`config.mk`:
```
export PLATFORM = sky130hd
export DESIGN_NAME = dp_error_engine
export DESIGN_NICKNAME = d
export VERILOG_FILES = /design/src/rtl/dp_pkg.sv /design/src/rtl/fx_mac.sv /design/src/rtl/dp_error_engine.sv
export SDC_FILE = /design/constraint.sdc
export NUM_CORES = 2
export LEC_CHECK = 0
export BUFFER_PORTS_ARGS = -buffer_cell sky130_fd_sc_hd__buf_2
export CORE_ASPECT_RATIO = 0.6
export CORE_MARGIN = 3
export CORE_UTILIZATION = 65
export DETAILED_ROUTE_END_ITERATION = 10
export HOLD_SLACK_MARGIN = 0.06
export PLACE_DENSITY = 0.87
export SYNTH_ARGS = -nofsm -noshare
export SYNTH_HDL_FRONTEND = slang
export SYNTH_HIERARCHICAL = 1
export SYNTH_SLANG_ARGS = --single-unit
```
`constraint.sdc`:
```
create_clock -name CLK -period 20.5 [get_ports CLK]
set_input_delay 4.1 -clock CLK [delete_from_list [all_inputs] [get_ports CLK]]
set_output_delay 4.1 -clock CLK [all_outputs]
set_load 0.05 [all_outputs]
```
`src/rtl/dp_pkg.sv`:
```
// Shared state encoding and Q8.8 fixed-point helpers for the data-point error engine.
package dp_pkg;
    localparam int FEAT_W    = 16;
    localparam int FRAC_BITS = 8;
    localparam int ACC_W     = 40;
    localparam int ROW_MAX_W = 256;

    localparam logic signed [ACC_W-1:0] SAT_MAX = 40'sd32767;
    localparam logic signed [ACC_W-1:0] SAT_MIN = -40'sd32768;

    typedef enum logic [2:0] {
        S_IDLE, S_W_ADDR, S_W_CAP, S_P_ADDR, S_P_CAP, S_MAC, S_OUT, S_DONE
    } state_e;

    // Rows are zero-extended to ROW_MAX_W by the caller so one helper serves any feature count.
    function automatic logic [FEAT_W-1:0] slice(input logic [ROW_MAX_W-1:0] row, input int k);
        return FEAT_W'(row >> (k * FEAT_W));
    endfunction

    function automatic logic signed [ACC_W-1:0] sext(input logic [FEAT_W-1:0] v);
        return $signed({{(ACC_W-FEAT_W){v[FEAT_W-1]}}, v});
    endfunction

    function automatic logic [FEAT_W-1:0] sat16(input logic signed [ACC_W-1:0] v);
        if (v > SAT_MAX) return 16'h7FFF;
        if (v < SAT_MIN) return 16'h8000;
        return v[FEAT_W-1:0];
    endfunction
endpackage

```
`src/rtl/fx_mac.sv`:
```
// Signed 16x16 multiply into a 40-bit accumulator. The next accumulator value is exported so the
// final sum can be consumed on the same edge that registers it.
module fx_mac
    import dp_pkg::*;
(
    input  logic                    clk_i,
    input  logic                    rst_i,
    input  logic                    clr_i,
    input  logic                    en_i,
    input  logic [FEAT_W-1:0]       a_i,
    input  logic [FEAT_W-1:0]       b_i,
    output logic signed [ACC_W-1:0] acc_nxt_o
);
    logic signed [2*FEAT_W-1:0] prod;
    logic signed [ACC_W-1:0]    acc_q;
    logic signed [ACC_W-1:0]    acc_d;

    assign prod = $signed(a_i) * $signed(b_i);

    always_comb begin
        acc_d = acc_q;
        if (clr_i)
            acc_d = '0;
        else if (en_i)
            acc_d = acc_q + $signed({{(ACC_W-2*FEAT_W){prod[2*FEAT_W-1]}}, prod});
    end

    always_ff @(posedge clk_i) begin
        if (rst_i) acc_q <= '0;
        else       acc_q <= acc_d;
    end

    assign acc_nxt_o = acc_d;
endmodule

```
`src/rtl/dp_error_engine.sv`:
```
// Epoch sequencer: loads the weight row from RAM address 0, then streams one saturated Q8.8
// prediction error per data point over a valid/ready interface.
//   state    | meaning
//   IDLE     | waiting for start
//   W_ADDR   | present address 0, enable RAM
//   W_CAP    | capture weights and bias
//   P_ADDR   | present data-point address
//   P_CAP    | capture data row, clear accumulator
//   MAC      | one feature product per cycle
//   OUT      | hold error until accepted
//   DONE     | one-cycle done pulse
module dp_error_engine
    import dp_pkg::*;
#(
    parameter int ADDR_WIDTH   = 3,
    parameter int MAX_FEATURES = 6,
    parameter int DATA_WIDTH   = 16 * (MAX_FEATURES + 1),
    parameter int DEPTH        = 6
) (
    input  logic                  CLK,
    input  logic                  RST,
    input  logic                  start,
    output logic [ADDR_WIDTH-1:0] ram_addr,
    output logic                  ram_oe,
    output logic                  ram_we,
    input  logic [DATA_WIDTH-1:0] ram_data,
    output logic                  err_valid,
    input  logic                  err_ready,
    output logic [FEAT_W-1:0]     err_data,
    output logic [ADDR_WIDTH-1:0] err_idx,
    output logic [DATA_WIDTH-1:0] row_out,
    output logic                  busy,
    output logic                  done
);
    localparam int KW = $clog2(MAX_FEATURES + 1);

    state_e                  state_q;
    logic [DATA_WIDTH-1:0]   w_q;
    logic [DATA_WIDTH-1:0]   row_q;
    logic [KW-1:0]           k_q;
    logic [ADDR_WIDTH-1:0]   idx_q;
    logic [ADDR_WIDTH-1:0]   ram_addr_q;
    logic [ADDR_WIDTH-1:0]   err_idx_q;
    logic [FEAT_W-1:0]       err_data_q;
    logic                    ram_oe_q;
    logic                    err_valid_q;
    logic                    busy_q;
    logic                    done_q;

    logic                    mac_clr;
    logic                    mac_en;
    logic [FEAT_W-1:0]       mac_a;
    logic [FEAT_W-1:0]       mac_b;
    logic signed [ACC_W-1:0] acc_nxt;
    logic signed [ACC_W-1:0] s_val;
    logic [FEAT_W-1:0]       bias;
    logic [FEAT_W-1:0]       y_val;
    logic [FEAT_W-1:0]       y_hat;
    logic [FEAT_W-1:0]       err_calc;
    logic                    last_k;

    assign mac_clr = (state_q == S_P_CAP);
    assign mac_en  = (state_q == S_MAC);
    assign mac_a   = slice(ROW_MAX_W'(w_q), int'(k_q));
    assign mac_b   = slice(ROW_MAX_W'(row_q), int'(k_q));
    assign bias    = slice(ROW_MAX_W'(w_q), MAX_FEATURES);
    assign y_val   = slice(ROW_MAX_W'(row_q), MAX_FEATURES);
    assign last_k  = (k_q == KW'(MAX_FEATURES - 1));

    fx_mac u_mac (
        .clk_i     (CLK),
        .rst_i     (RST),
        .clr_i     (mac_clr),
        .en_i      (mac_en),
        .a_i       (mac_a),
        .b_i       (mac_b),
        .acc_nxt_o (acc_nxt)
    );

    // Accumulator is Q16.16; aligning the bias and shifting back gives Q8.8 rounded toward -inf.
    assign s_val    = (acc_nxt + (sext(bias) <<< FRAC_BITS)) >>> FRAC_BITS;
    assign y_hat    = sat16(s_val);
    assign err_calc = sat16(sext(y_hat) - sext(y_val));

    always_ff @(posedge CLK) begin
        if (RST) begin
            state_q     <= S_IDLE;
            w_q         <= '0;
            row_q       <= '0;
            k_q         <= '0;
            idx_q       <= '0;
            ram_addr_q  <= '0;
            err_idx_q   <= '0;
            err_data_q  <= '0;
            ram_oe_q    <= 1'b0;
            err_valid_q <= 1'b0;
            busy_q      <= 1'b0;
            done_q      <= 1'b0;
        end else begin
            case (state_q)
                S_IDLE: begin
                    if (start) begin
                        busy_q  <= 1'b1;
                        state_q <= S_W_ADDR;
                    end
                end
                S_W_ADDR: begin
                    ram_addr_q <= '0;
                    ram_oe_q   <= 1'b1;
                    state_q    <= S_W_CAP;
                end
                S_W_CAP: begin
                    w_q     <= ram_data;
                    idx_q   <= ADDR_WIDTH'(1);
                    state_q <= S_P_ADDR;
                end
                S_P_ADDR: begin
                    ram_addr_q <= idx_q;
                    state_q    <= S_P_CAP;
                end
                S_P_CAP: begin
                    row_q   <= ram_data;
                    k_q     <= '0;
                    state_q <= S_MAC;
                end
                S_MAC: begin
                    k_q <= k_q + 1'b1;
                    if (last_k) begin
                        err_data_q  <= err_calc;
                        err_idx_q   <= idx_q;
                        err_valid_q <= 1'b1;
                        state_q     <= S_OUT;
                    end
                end
                S_OUT: begin
                    if (err_ready) begin
                        err_valid_q <= 1'b0;
                        if (idx_q == ADDR_WIDTH'(DEPTH)) begin
                            done_q  <= 1'b1;
                            state_q <= S_DONE;
                        end else begin
                            idx_q   <= idx_q + 1'b1;
                            state_q <= S_P_ADDR;
                        end
                    end
                end
                S_DONE: begin
                    done_q   <= 1'b0;
                    ram_oe_q <= 1'b0;
                    busy_q   <= 1'b0;
                    state_q  <= S_IDLE;
                end
                default: state_q <= S_IDLE;
            endcase
        end
    end

    assign ram_addr  = ram_addr_q;
    assign ram_oe    = ram_oe_q;
    assign ram_we    = 1'b0;
    assign err_valid = err_valid_q;
    assign err_data  = err_data_q;
    assign err_idx   = err_idx_q;
    assign row_out   = row_q;
    assign busy      = busy_q;
    assign done      = done_q;
endmodule
```
==> metrics.log <==
[metrics] result of the run: completed
[metrics] clock net sink count: 299
[metrics] footprint of the flip-flops and latches: 5990 sq um
[metrics] CTS tree: yes
[metrics] via count: 25200
[metrics] cell mode on critical path: fa_1
[metrics] critical path class: flip-flop to flip-flop
[metrics] Net Switching: 511 uW
[metrics] Setup-failing EPs final: 0
[metrics] count of maximum capacitance violations: 0
[metrics] Reg2Reg Capture Point: err_data[0]
[metrics] combined global-route utilization of all metal layers: 0.371
[metrics] worst-margin pin slew: 1270 ps
[metrics] width of the die: 277 um
[metrics] area of the die: 46600 sq um
[metrics] global-route congestion overflow total: 0
[metrics] crit path to: err_data[0]
[metrics] number of buffers created by CTS: 27
[metrics] first-pass GRT wire length: 136 mm
[metrics] post-CTS setup buffer count: 0
[metrics] residual DRC count: 0
[metrics] worst relative slew slack: 0.144
[metrics] mean routed wirelength per cell: 21.4 um
[metrics] total iterations of the first detailed-routing run: 8
[metrics] cell depth of the worst flop-to-flop path: 47
[metrics] WL final: 87.9 mm
[metrics] DRC violation total after the first TritonRoute iteration: 3439
[metrics] standard cell with the maximum stage delay on the critical path: o21ai_0
[metrics] total leakage power: 14.2 nW
[metrics] worst clock skew on the final layout: 29.6 ps
[metrics] cell internal power dissipation: 1.02 mW
[metrics] fraction of power consumed by sequential logic: 0.403
[metrics] instance count of the mapped netlist: 3419
[metrics] register-to-register setup slack: 5270 ps
[metrics] Worst IR Drop VDD: 0.0851 mV
[metrics] core area: 42700 sq um
[metrics] Fill cells: 3139
[metrics] worst r2r src: k_q[1]
[metrics] stage delay of the slowest cell on the critical path: 1020 ps
[metrics] vias in the first global route: 23500
[metrics] Max Buffers Root-to-Sink: 3
[metrics] number of cell rows: 58
[metrics] area growth from synthesis to layout: 7.91%
[metrics] starting density of the core: 0.670
[metrics] final hold violation count: 0
[metrics] Req. time, crit path: 20990 ps
[metrics] Comb power frac: 0.243
[metrics] min Tclk post-route: 15230 ps
[metrics] RSZ-0062 raised after global routing: false
[metrics] Hold-fix buffers, CTS: 0
[metrics] number of nets still failing antenna checks after routing: 0
[metrics] total power divided by cell area: 49.6 nW/um^2
[metrics] syn nets: 4033
[metrics] post-CTS clock slew at the launch and capture registers of the worst setup and hold paths: 70 ps
[metrics] net switching share of the total power: 0.333
[metrics] clk root buf: clkbuf_16
[metrics] maximum fanout along the worst path: 68
[metrics] Net count, final: 4134
[metrics] number of gates resized after CTS: 0
[metrics] pin count of the biggest net entering global routing: 103
[metrics] clock latency on the worst-skew pair: 590 ps
[metrics] yosys synthesis warning count: 6
[metrics] vias per cell: 6.12
[metrics] post-route fraction of the period consumed by the critical path: 0.743
[metrics] max-slew violation total from the final report: 0
[metrics] Critical Path Source Type: flip-flop
[metrics] Max Clk Rate: 65.6 MHz
[metrics] Port Buf Inserts: 253
[metrics] height of the die: 168 um
[metrics] placed wire-length estimate: 68.9 mm
[metrics] weighted congestion reported at the end of routability-driven placement: 1.00
[metrics] number of levels in the clock H-tree: 1
[metrics] Crit. End Element: flip-flop
[metrics] Fin Setup TNS: 0 ps
[metrics] arrival time of data at the critical path endpoint: 15720 ps
[metrics] Hold Crit Class: flip-flop to flip-flop
[metrics] launch point of the worst path: k_q[1]
[metrics] initial antenna violation count: 4
[metrics] netlist area before placement: 28600 sq um
[metrics] area of combinational cells with multiple inputs: 20100 sq um
[metrics] final core utilization: 0.723
[metrics] Mapped Avg Cell Area: 8.36 sq um
[metrics] share of cells above drive strength 1: 0.120
[metrics] I/O pin cnt: 255
[metrics] Clock Power Share: 0.354
-- final cells by class --
type / count / area share
Clock inverter: 15 / 0.00608
Sequential cell: 299 / 0.194
Timing Repair Buffer: 267 / 0.0447
Inverter: 455 / 0.0554
Clock buffer: 35 / 0.0238
Antenna cell: 1 / 0.0000811
Multi-Input combinational cell: 2470 / 0.652
Tap cell: 570 / 0.0231
-- stage by stage --
stage | std cells | worst slack [ps] | hold WS (ps) | area [sq um] | power (mW)
after floorplan | 3419 | 7250 | 433 | 28600 | 0.888
after global placement | 4061 | 5920 | 438 | 29900 | 0.981
after detailed placement | 4061 | 5730 | 446 | 29900 | 0.987
after CTS | 4111 | 5680 | 455 | 30800 | 1.51
after global routing | 4112 | 4410 | 470 | 30900 | 1.58
final | 4112 | 5270 | 456 | 30900 | 1.53
-- cells in the final DEF, fill, tap and decap left out, drive strengths merged, types with 32 or more instances in the layout --
master	count
nor2	127
nor3	37
buf	266
inv	456
ha	166
clkbuf	36
dfxtp	299
and2	125
mux4	32
xnor2	49
nand3	35
fa	332
nand2	711
o21ai	88
mux2i	60
a21oi	334
mux2	34
-- worst max-delay path: cells and delay by family, from the launching register on --
kind	cells	cell delay, ps
AOI/OAI and AO/OA	20	6310
xor gates and xnor gates	1	190
adders and majority gates	10	4370
buffers and inverters	6	1130
DFF	1	330
muxes	2	790
and+or+nand+nor	8	1910
-- power by group through the flow --
stage                     Clock (mW)  Combinational, mW  Sequential (mW)
after floorplan                    0              0.249            0.639
after global placement             0              0.352            0.629
after detailed placement           0              0.357            0.629
after CTS                      0.538              0.360            0.616
after global routing           0.561              0.402            0.618
final                          0.542              0.373            0.617
-- metal layers --
layer / part of all wire / track usage
met5: 0.0020 / 0.0226
met1: 0.42 / 0.551
met4: 0.034 / 0.107
met2: 0.38 / 0.483
met3: 0.16 / 0.163
-- sequential cells by signal, indices dropped and copies added, names as in the netlist, 3 cells and up --
register	cells
idx_q	3
err_data	16
u_mac/acc_q	40
w_q	112
err_idx	3
k_q	3
ram_addr	3
row_out	112
state_q	3
-- worst min path at each step --
stage | start | end | slack, ps | depth (start not counted)
after global routing | w_q[45] | w_q[45] | 470 | 2
after CTS | w_q[45] | w_q[45] | 460 | 2
final | w_q[45] | w_q[45] | 460 | 2
after global placement | err_idx[1] | err_idx[1] | 440 | 2
after floorplan | w_q[32] | w_q[32] | 430 | 2
after detailed placement | w_q[51] | w_q[51] | 450 | 2
(Power assumes the default switching activity.)
